**src/rtl/vga_timing_pkg.sv**
```systemverilog
// Default 720x480p timing constants and RGB565 field types.
// Shared by the timing generator and board-level tops.
package vga_timing_pkg;

  localparam int CLK_MHZ  = 27;

  localparam int H_ACTIVE = 720;
  localparam int H_FRONT  = 16;
  localparam int H_SYNC   = 62;
  localparam int H_BACK   = 60;
  localparam int H_TOTAL  = H_ACTIVE + H_FRONT
                          + H_SYNC + H_BACK;

  localparam int V_ACTIVE = 480;
  localparam int V_FRONT  = 9;
  localparam int V_SYNC   = 6;
  localparam int V_BACK   = 30;
  localparam int V_TOTAL  = V_ACTIVE + V_FRONT
                          + V_SYNC + V_BACK;

  localparam int W_X = 10;
  localparam int W_Y = 10;

  localparam int R_W = 5;
  localparam int G_W = 6;
  localparam int B_W = 5;

  typedef struct packed {
    logic [R_W-1:0] r;
    logic [G_W-1:0] g;
    logic [B_W-1:0] b;
  } rgb565_t;

  function automatic logic in_range(
    input int v,
    input int lo,
    input int hi
  );
    return (v >= lo) && (v < hi);
  endfunction

endpackage

```
**src/rtl/vga_pix_tick_gen.sv**
```systemverilog
// Clock-enable divider: one-clk strobe every pix_div clks.
// With pix_div = 1 the strobe is held high continuously.
module vga_pix_tick_gen #(
  parameter int pix_div = 1
) (
  input  logic clk,
  input  logic rst,
  output logic pix_tick
);

  localparam int CW =
    (pix_div > 1) ? $clog2(pix_div) : 1;
  localparam logic [CW-1:0] LAST =
    CW'((pix_div > 1) ? pix_div - 1 : 0);

  if (pix_div < 1) begin : g_bad_div
    $error("vga_pix_tick_gen: pix_div must be >= 1");
  end

  logic [CW-1:0] cnt_q, cnt_d;

  always_comb begin
    cnt_d = cnt_q + 1'b1;
    if (cnt_q == LAST) cnt_d = '0;
  end

  always_ff @(posedge clk or negedge rst) begin
    if (!rst) cnt_q <= '0;
    else      cnt_q <= cnt_d;
  end

  assign pix_tick = (cnt_q == LAST);

endmodule

```
**src/rtl/vga_rgb565_timing.sv**
```systemverilog
// Video timing generator with registered RGB565 and sync outputs.
// Colour sampled for x/y reaches the pins one pixel later.
module vga_rgb565_timing
  import vga_timing_pkg::*;
#(
  parameter int clk_mhz  = CLK_MHZ,
  parameter int pix_div  = 1,
  parameter int h_active = H_ACTIVE,
  parameter int h_front  = H_FRONT,
  parameter int h_sync   = H_SYNC,
  parameter int h_back   = H_BACK,
  parameter int v_active = V_ACTIVE,
  parameter int v_front  = V_FRONT,
  parameter int v_sync   = V_SYNC,
  parameter int v_back   = V_BACK,
  parameter int w_x      = W_X,
  parameter int w_y      = W_Y
) (
  input  logic           clk,
  input  logic           rst,
  input  logic [R_W-1:0] red_in,
  input  logic [G_W-1:0] green_in,
  input  logic [B_W-1:0] blue_in,
  output logic [w_x-1:0] x,
  output logic [w_y-1:0] y,
  output logic           display_on,
  output logic           pix_tick,
  output logic           frame_start,
  output logic           hsync,
  output logic           vsync,
  output logic [R_W-1:0] red,
  output logic [G_W-1:0] green,
  output logic [B_W-1:0] blue
);

  localparam int h_total =
    h_active + h_front + h_sync + h_back;
  localparam int v_total =
    v_active + v_front + v_sync + v_back;

  localparam int HS_LO = h_active + h_front;
  localparam int HS_HI = HS_LO + h_sync;
  localparam int VS_LO = v_active + v_front;
  localparam int VS_HI = VS_LO + v_sync;

  localparam logic [w_x-1:0] H_LAST =
    w_x'(h_total - 1);
  localparam logic [w_y-1:0] V_LAST =
    w_y'(v_total - 1);

  if (pix_div < 1) begin : g_bad_div
    $error("vga_rgb565_timing: pix_div must be >= 1");
  end
  if (h_total > (1 << w_x)) begin : g_bad_h
    $error("vga_rgb565_timing: h_total exceeds w_x");
  end
  if (v_total > (1 << w_y)) begin : g_bad_v
    $error("vga_rgb565_timing: v_total exceeds w_y");
  end
  if (clk_mhz < 1) begin : g_bad_clk
    $error("vga_rgb565_timing: clk_mhz must be >= 1");
  end

  logic           tick;
  logic [w_x-1:0] h_cnt_q, h_cnt_d;
  logic [w_y-1:0] v_cnt_q, v_cnt_d;
  logic           hsync_q, hsync_d;
  logic           vsync_q, vsync_d;
  rgb565_t        rgb_q, rgb_d;
  logic           hs_d, vs_d;
  logic           active;

  vga_pix_tick_gen #(
    .pix_div (pix_div)
  ) u_tick (
    .clk      (clk),
    .rst      (rst),
    .pix_tick (tick)
  );

  always_comb begin
    active = in_range(int'(h_cnt_q), 0, h_active)
          && in_range(int'(v_cnt_q), 0, v_active);
    hs_d   = in_range(int'(h_cnt_q), HS_LO, HS_HI);
    vs_d   = in_range(int'(v_cnt_q), VS_LO, VS_HI);
  end

  always_comb begin
    h_cnt_d = h_cnt_q;
    v_cnt_d = v_cnt_q;
    if (tick) begin
      if (h_cnt_q == H_LAST) begin
        h_cnt_d = '0;
        if (v_cnt_q == V_LAST) v_cnt_d = '0;
        else v_cnt_d = v_cnt_q + 1'b1;
      end else begin
        h_cnt_d = h_cnt_q + 1'b1;
      end
    end
  end

  // Stage 2 holds between ticks so pins only move on pixel boundaries.
  always_comb begin
    hsync_d = hsync_q;
    vsync_d = vsync_q;
    rgb_d   = rgb_q;
    if (tick) begin
      hsync_d = ~hs_d;
      vsync_d = ~vs_d;
      rgb_d   = '0;
      if (active) rgb_d = {red_in, green_in, blue_in};
    end
  end

  always_ff @(posedge clk or negedge rst) begin
    if (!rst) begin
      h_cnt_q <= '0;
      v_cnt_q <= '0;
      hsync_q <= 1'b1;
      vsync_q <= 1'b1;
      rgb_q   <= '0;
    end else begin
      h_cnt_q <= h_cnt_d;
      v_cnt_q <= v_cnt_d;
      hsync_q <= hsync_d;
      vsync_q <= vsync_d;
      rgb_q   <= rgb_d;
    end
  end

  assign x           = h_cnt_q;
  assign y           = v_cnt_q;
  assign display_on  = active;
  assign pix_tick    = tick;
  assign frame_start = rst && tick
                    && (h_cnt_q == '0)
                    && (v_cnt_q == '0);
  assign hsync       = hsync_q;
  assign vsync       = vsync_q;
  assign red         = rgb_q.r;
  assign green       = rgb_q.g;
  assign blue        = rgb_q.b;

endmodule

```
**config.mk**
```make
export PLATFORM = sky130hd
export DESIGN_NAME = vga_rgb565_timing
export DESIGN_NICKNAME = d
export VERILOG_FILES = /design/src/rtl/vga_timing_pkg.sv /design/src/rtl/vga_pix_tick_gen.sv /design/src/rtl/vga_rgb565_timing.sv
export SDC_FILE = /design/constraint.sdc
export NUM_CORES = 1
export LEC_CHECK = 0
export BUFFER_PORTS_ARGS = -buffer_cell sky130_fd_sc_hd__buf_4
export CORE_MARGIN = 5
export CORE_UTILIZATION = 45
export DETAILED_ROUTE_END_ITERATION = 10
export PLACE_DENSITY = 0.75
export SLEW_MARGIN = 20
export SYNTH_ARGS = -nofsm -noshare
export SYNTH_HDL_FRONTEND = slang
export SYNTH_SLANG_ARGS = --single-unit
```
**constraint.sdc**
```tcl
create_clock -name clk -period 1.91 [get_ports clk]
set_clock_uncertainty 0.15 [all_clocks]
set_input_delay 0.0955 -clock clk [delete_from_list [all_inputs] [get_ports clk]]
set_output_delay 0.0955 -clock clk [all_outputs]
set_load 0.03 [all_outputs]
```
* After elaboration in Yosys (flattened, before gate mapping)
Cells that the tools add are included.
W data, S select, Z words.
** Operators by class
- Add/subtract/negate cells :: 3
- $lt $le $gt $ge :: 6
- Equal/unequal tests :: 2
- Mux-type cells :: 4
- Bitwise gates (word level) :: 3
- Reductions and logical operators :: 9
** Operator list (count)
- $add A10 B1 Y10 const B :: 2
- $eq A10 B10 Y1 const B :: 2
- $logic_not A10 Y1 :: 2
- $lt A10 B10 Y1 const B :: 2
- $lt A10 B9 Y1 const B :: 2
- $mux W10 :: 2
- $mux W16 :: 1
- $ge A10 B10 Y1 const B :: 1
- $ge A10 B9 Y1 const B :: 1
- $logic_and A1 B1 Y1 :: 6
- $not A1 Y1 :: 3
- $reduce_and A2 Y1 :: 1
- $add A1 B1 Y1 const B :: 1
- $mux W1 :: 1
** Storage, ports and cells
- Bits in registers :: 39
- Input bits :: 18
- Output and inout port bits :: 41
- Logic and storage cells :: 35

* Logic depth before layout (Yosys ltp)
Gate-level depths: netlist of run 1.
- Depth after elaboration :: 4
- Gate-level depth with buffers :: 7

* Hierarchy
A second synthesis of run 1 with hierarchy kept.
** Unflattened totals
- Cell total of the unflattened synthesis :: 217
- Area, all modules :: 1991.9 µm²
** Modules (own cells, without submodules)
- vga_rgb565_timing :: times used 1, cells an instance 215, area an instance 1980.6 µm²
- vga_pix_tick_gen :: times used 1, cells an instance 2, area an instance 11.3 µm²

* Worst setup path before layout of run 1
Ideal clock, no wire load.
- Path kind :: register -> register
- Start point :: register h_cnt_q[7] (netlist: x[7])
- End point :: register rgb_q, in the netlist green[1]
- Data arrival time :: 1.936 ns
- Data required time :: 1.693 ns
- Setup slack :: -0.243 ns
- Cell stages (with the launch flop) :: 7
- Clock period less this slack :: 2.153 ns
- Cell sequence :: dfrtp_1 -> clkbuf_1 -> nand2_1 -> o21bai_1 -> a211oi_1 -> clkbuf_1 -> and2_1
** On the way
- Longest elaborated chain between the ends :: 3
** Ends and longest elaborated chain
- start: declaration :: RTL line vga_rgb565_timing.sv:65 : logic [w_x-1:0] h_cnt_q, h_cnt_d;
- start signal: assignment :: RTL line vga_rgb565_timing.sv:123 : h_cnt_q <= h_cnt_d;
- $lt A10 B10 Y1 :: RTL line vga_timing_pkg.sv:39 : return (v >= lo) && (v < hi);
- $logic_and A1 B1 Y1 :: RTL line vga_rgb565_timing.sv:83 : && in_range(int'(v_cnt_q), 0, v_active);
- named net display_on :: RTL line vga_rgb565_timing.sv:26 : output logic display_on,
- $mux W16 :: RTL line vga_rgb565_timing.sv:111 : if (active) rgb_d = {red_in, green_in, blue_in};
- end signal: assignment :: RTL line vga_rgb565_timing.sv:127 : rgb_q <= rgb_d;
- end: declaration :: RTL line vga_rgb565_timing.sv:69 : rgb565_t rgb_q, rgb_d;
The timed path passes the listed nets, and every way through them passes these cells.
A chain may end at the register's enable or synchronous reset.

* Worst setup path after layout of run 1
- Start point :: register h_cnt_q[1] (netlist: x[1])
- End point :: register v_cnt_q[6] (netlist: y[6])
** On the way
- Longest elaborated chain between the ends :: 2
** Ends and longest elaborated chain
- $eq A10 B10 Y1 :: RTL line vga_rgb565_timing.sv:92 : if (h_cnt_q == H_LAST) begin
- $reduce_and A2 Y1 (no source line)
- end signal: assignment :: RTL line vga_rgb565_timing.sv:124 : v_cnt_q <= v_cnt_d;
- end: declaration :: RTL line vga_rgb565_timing.sv:66 : logic [w_y-1:0] v_cnt_q, v_cnt_d;
No other way between the ends.

==> run metrics, run 1 <==
metal2 WL 2.56 mm; via count 1,636; top cell type's share of synthesized area 0.511; CTS tree done; worst reg2reg startpoint x[1]; clk_lat worst skew 0.29 ns; Synth area leader dfrtp_1; core footprint 3720 sq um; nets@finish 293; main combinational cell family by area after synthesis simple AND/OR/NAND/NOR gates; Setup WS pre-CTS -0.0510 ns; clk slew on worst S/H paths 0.08 ns; layout cells sized above 1 0.409; Max Clk Rate 533 MHz; worst vdd ir 0.000499 V; Ys Warns 0; Ant. Diodes 0; FFs w/ async S/R, synth 1.00; total grt overflow 0; DR iter-0 viols between 100 and 150; Setup Crit Path Kind flip-flop to flip-flop; I/O Buffers 57; Seq/Total Area, Yosys 0.541; final wirelength around 4.8 mm; Synth Area in Adders 0.0497; Synth Area in Compound Gates 0.0682; metal3 WL 242 um; CTS Buf Count 5; syn_area_per_cell 10.3 sq um; initial antenna violation count 0; worst reg2reg setup slack 0.03 ns; Crit Reg-Reg Endpoint y[6]; CTS H-tree lvls 2; Via density 5.16; final setup fails 0; Chip Height 72.6 um; post-layout min period 1.88 ns; FF-to-FF path depth 6; Hold Violations, Final 0; Leak Pwr 1.29 nW; critical path required time a little under 2 ns; Hold Crit Class input port to asynchronous set/reset pin; maximum fanout along the worst path 5; Area Overhead vs Synth 55.8%; Tot GR Track Use 0.183; PD cells 565 nW/um^2; DIE AREA 5270 sq um; sum of negative setup slack 0 ns; hpwl dp 3.25 mm; drc violations 0; clock sink total 38; Worst Path Arrival 1.94 ns; Starting Density 0.474; Synth Cell Area 1760 sq um; unrepaired setup endpoints after global routing true; vias in the first global route 1,625; Crit. End Element flip-flop; Die Width 72.6 um; final setup margin 0.0334 ns; largest net degree at the start of global routing 39; multiplexer share of the synthesized area 0.00568; Yosys cell types 37; Clock Tree Root clkbuf_8; FF+latch count, synth 38; M1 WL 1.95 mm; max-slew violations 0; Rows 22; final period utilization 0.982; Synth Instances 171; number of synthesized flops with an enable pin 0; # IOs 59; ys flop type dfrtp_1; Wirelength per Cell approximately 15 um; first-pass GRT wire length 7.54 mm; post-route ant nets 0; Area contributors post-synth dfrtp_1 (51%), and2_1 (6.0%), ha_1 (5.0%), xor2_1 (3.5%), nand3_1 (3.1%); TritonRoute pass-1 iters 4; startpoint types flip-flop; clock buffer depth 2; Post-Syn Nets 196; outcome finished, final reports clean; xor/xnor cell area share of the yosys netlist 0.0447; Top Metal Used met4; GPL Wtd Cong between 0.8 and 0.9; max cap viols 0; post-synthesis simple-gate area fraction 0.248
==> per-stage QoR <==
step                total power, W  std cells  hold WS, ns  instance area, sq um  utilization
floorplan                 0.000893        171       -0.350                  1780            -
global placement          0.000963        284       0.0368                  2360        0.635
detailed placement        0.000965        284       0.0342                  2360        0.635
CTS                        0.00156        312        0.268                  2660        0.716
global route               0.00161        317        0.309                  2750        0.739
finish                     0.00155        317        0.253                  2750        0.739
==> logic make-up (layout without fill, tap and decap cells) <==
family | count (synthesis) | count (layout)
buffers and inverters | 16 | 114
DFF | 38 | 38
xor gates and xnor gates | 9 | 9
muxes | 1 | 1
AOI/OAI and AO/OA | 20 | 20
adders and majority gates | 7 | 7
other | 1 | 1
and+or+nand+nor | 79 | 79
==> cells in the mapped netlist, drive strengths merged (2+ instances only) <==
cell type,number
dfrtp,36
and2,17
nor2,12
nand2,11
nand3,11
o21ai,9
clkbuf,7
ha,7
xor2,7
nand4,6
inv,5
buf,4
nor3,4
nor4,4
a21oi,3
and3,3
and4,2
dfstp,2
nand3b,2
nor2b,2
o31ai,2
or3,2
xnor2,2
==> power breakdown <==
group          leakage [nW]  switching (W)  internal (W)  total, W
Sequential            0.469     0.00000517      0.000821  0.000826
Clock                0.0472       0.000282      0.000290  0.000572
Combinational         0.776      0.0000758     0.0000751  0.000151
Total                  1.29       0.000363       0.00119   0.00155
==> area by class of cell <==
type	instances	area (sq um)
well taps	48	60.1
multi-input cells	117	792
inverters	5	21.3
clock inverters	2	12.5
flip-flops and latches	38	957
fillers	269	971
clock buffers	6	82.6
repair buffers	101	820
==> state kept, by name (all words and copies together), names as in the netlist <==
signal and cells:
y 10, blue 5, x 10, red 5, hsync 1, green 6
vsync 1
==> timing repair <==
action                     CTS  global route
hold buffers                17             0
setup endpoints to repair    4            10
resized for setup            4            12
pin swaps                    1             6
buffers inserted             3             5
hold endpoints to repair    52             0
==> placed cells by master, fill, tap and decap left out, types with 2 or more instances in the layout <==
cell	synthesis	final
o31ai_1	2	2
o21ai_0	9	8
clkbuf_8	0	6
dfrtp_2	0	3
nand4_1	6	6
and3_1	2	2
buf_6	0	5
nor4_1	4	3
a21oi_1	3	3
ha_1	7	5
nand3_1	11	11
nor2_1	12	12
buf_4	2	79
nand3b_1	2	2
dlygate4sd3_1	0	17
inv_1	5	3
xnor2_1	2	2
nor3_2	0	2
nor3_1	4	2
xor2_1	7	7
and2_1	17	17
nand2_1	11	11
dfstp_2	2	2
dfrtp_1	36	33
ha_4	0	2
or3_1	2	2
==> worst max-delay path, stage by stage, from the launching register on <==
cell and delay, ns:
dfrtp_2 0.41, inv_2 0.08, ha_4 0.13, nor4b_1 0.25, nand4_1 0.34, nor3_2 0.29
xor2_1 0.15
==> worst max-delay path by stage <==
stage	from	endpoint	slack, ns	cells after the start
after floorplan	x[1]	y[3]	-0.11	7
after global placement	x[1]	y[3]	0.01	6
after detailed placement	x[1]	y[3]	-0.05	6
after CTS	x[1]	y[3]	0.0005	6
after global routing	x[1]	y[6]	-0.07	6
final	x[1]	y[6]	0.03	6
==> metal layers <==
layer	track usage	up-vias
met5	0	-
met4	0.0676	0
met3	0.0289	7
met2	0.332	46
met1	0.216	802
li1	-	781
Power figures use the tool's default switching activity.
==> inputs of run 2 (changes only) <==
Settings changed: CTS_BUF_LIST set to sky130_fd_sc_hd__clkbuf_4.
==> run 2 against run 1 <==
  * The run now ends with setup timing left
  * Critical path depth increased by 1
  * Global-route usage decreased by 0.31 points
  * Core utilization decreased by 1.8 points
  * Clock-buffer cell count decreased by 1
  * Combinational power about the same
  * Worst hold slack got worse by 0.058 ns
==> run metrics, run 2 (synthesis results as in run 1) <==
Crit. End Element flip-flop; critical path required time 2.00 ns (+0.03 ns); GPL Wtd Cong 0.886 (unchanged); DR iter-0 viols 126 (+16%); total grt overflow 0 (unchanged); Total Power 0.00138 W (-11%); CTS H-tree lvls 2 (unchanged); core footprint 3720 sq um (unchanged); outcome finished with violations; max cap viols 0 (unchanged); register area 957 sq um (unchanged); cell internal pwr 0.00103 W (-13%); post-layout min period 1.95 ns (+0.0709 ns); clock sink total 38 (unchanged); Via density 5.19 (+0.50%); initial antenna violation count 0 (unchanged); Setup WS pre-CTS -0.0510 ns (unchanged); Tot GR Track Use 0.180 (-0.00314); FILL cells 276 (+2.6%); TritonRoute pass-1 iters 4 (unchanged); Hold Violations, Final 0 (unchanged); worst vdd ir 0.000424 V (-15%); clock network power share 0.291 (-0.078); critical path's largest stage delay 0.43 ns (+0.02 ns); final period utilization 1.02 (+0.0371); Logic pwr share 0.109 (+0.012); I/O Buffers 57 (unchanged); net switching power 0.000343 W (-5.6%); nets@finish 292 (-0.34%); commonest non-fill, non-tap cell in the layout buf_4; final setup fails 3 (+3); max-slew violations 0 (unchanged); # IOs 59 (unchanged); multi-input logic area 782 sq um (-1.3%); Critical Path Slowest Stage Cell dfrtp_2; Die Width 72.6 um (unchanged); Hold Crit Class input port to asynchronous set/reset pin; Chip Height 72.6 um (unchanged); CP Cell Sequence inv_2, ha_4, nand4_1, nor4_1, buf_4, o21ai_0, a22o_1; Rows 22 (unchanged); most frequent cells in the layout buf_4 (80), dfrtp_1 (33), and2_1 (17), dlygate4sd3_1 (17), nor2_1 (12); vias in the first global route 1,591 (-2.1%); clock buffer depth 2 (unchanged); unrepaired setup endpoints after global routing true; Worst Path Arrival 2.04 ns (+0.10 ns); PD cells 514 nW/um^2 (-9.0%); CTS tree done; CTS Buf Count 5 (unchanged); layout cells sized above 1 0.396 (-0.0134); hpwl dp 3.25 mm (unchanged); DIE AREA 5270 sq um (unchanged); Wirelength per Cell 14.7 um (-4.0%); largest net degree at the start of global routing 39 (unchanged); via count 1,639 (+0.18%); startpoint types flip-flop; maximum fanout along the worst path 8 (+3); Clock Tree Root clkbuf_4; Setup Crit Path Kind flip-flop to flip-flop; clk_lat worst skew 0.34 ns (+0.05 ns); Ant. Diodes 0 (unchanged); Leak Pwr 1.26 nW (-2.2%); Net Sw Frac 0.249 (+0.0146); post-route ant nets 0 (unchanged); hold_ws 0.196 ns (-0.0578 ns); failing checks setup timing; Max Clk Rate 513 MHz (-3.6%); drc violations 0 (unchanged); sequential power share 0.600 (+0.067); final wirelength 4.63 mm (-4.3%); final setup margin -0.0375 ns (-0.0709 ns); clk slew on worst S/H paths 0.13 ns (+0.05 ns); Area Overhead vs Synth 52.1%; Starting Density 0.474 (unchanged); first-pass GRT wire length 7.45 mm (-1.3%)
[run 2: critical path, delay by kind of cell (launching register included)]
family	cells	cell delay [ns]
and+or+nand+nor	2	0.52
DFF	1	0.43
buffers and inverters	2	0.33
AOI/OAI and AO/OA	2	0.29
adders and majority gates	1	0.13
[run 2: metal layers]
metal / up-vias / global-route usage / part of all wire
li1: 780 / - / -
met1: 798 / 0.221 / 0.40
met2: 57 / 0.316 / 0.53
met3: 4 / 0.0344 / 0.054
met4: 0 / 0.0594 / 0.0093
met5: - / 0 / 0
[run 2: per-stage QoR]
step / TNS (ns) / cell area (sq um) / cells / utilization
floorplan: -0.182 / 1780 / 171 / -
global placement: 0 / 2360 / 284 / 0.635
detailed placement: -0.0830 / 2360 / 284 / 0.635
CTS: -0.0460 / 2620 / 311 / 0.704
global route: -0.621 / 2680 / 316 / 0.721
finish: -0.0562 / 2680 / 316 / 0.721
[run 2: power groups by stage]
stage               Combinational (W)  Clock [W]  Sequential [W]
finish                       0.000150   0.000400        0.000826
global route                 0.000162   0.000448        0.000828
CTS                          0.000151   0.000410        0.000826
detailed placement           0.000123          0        0.000842
global placement             0.000122          0        0.000841
floorplan                   0.0000149          0        0.000878
[run 2: final cells by class]
type,instances,share of cell area
sequential,38,0.357
clock inverter,3,0.00607
timing repair buffer,100,0.300
multi-input combinational,117,0.292
clock buffer,5,0.0140
inverter,5,0.00794
tap,48,0.0224
[run 2: worst paths after layout]
| check | to | start | cells past startpoint | slack, ns |
|---|---|---|---|---|
| setup / recovery | x[9] | x[1] | 7 | -0.04 |
| hold / removal | x[5] | rst | 3 | 0.20 |
| setup reg to reg | x[9] | x[1] | 7 | -0.04 |
| hold reg to reg | x[0] | x[0] | 2 | 0.42 |
| max in group asynchronous | x[0] | rst | 3 | 1.05 |
| min in group clk | blue[0] | blue_in[0] | 3 | 0.35 |
[run 2: timing repair]
| action | CTS | global route |
|---|---|---|
| resized for setup | 5 | 6 |
| setup buffers | 2 | 5 |
| pin swaps | 3 | 3 |
| setup endpoints to repair | 4 | 11 |
| endpoints found under the hold margin | 54 | 0 |
| hold buffers | 17 | 0 |
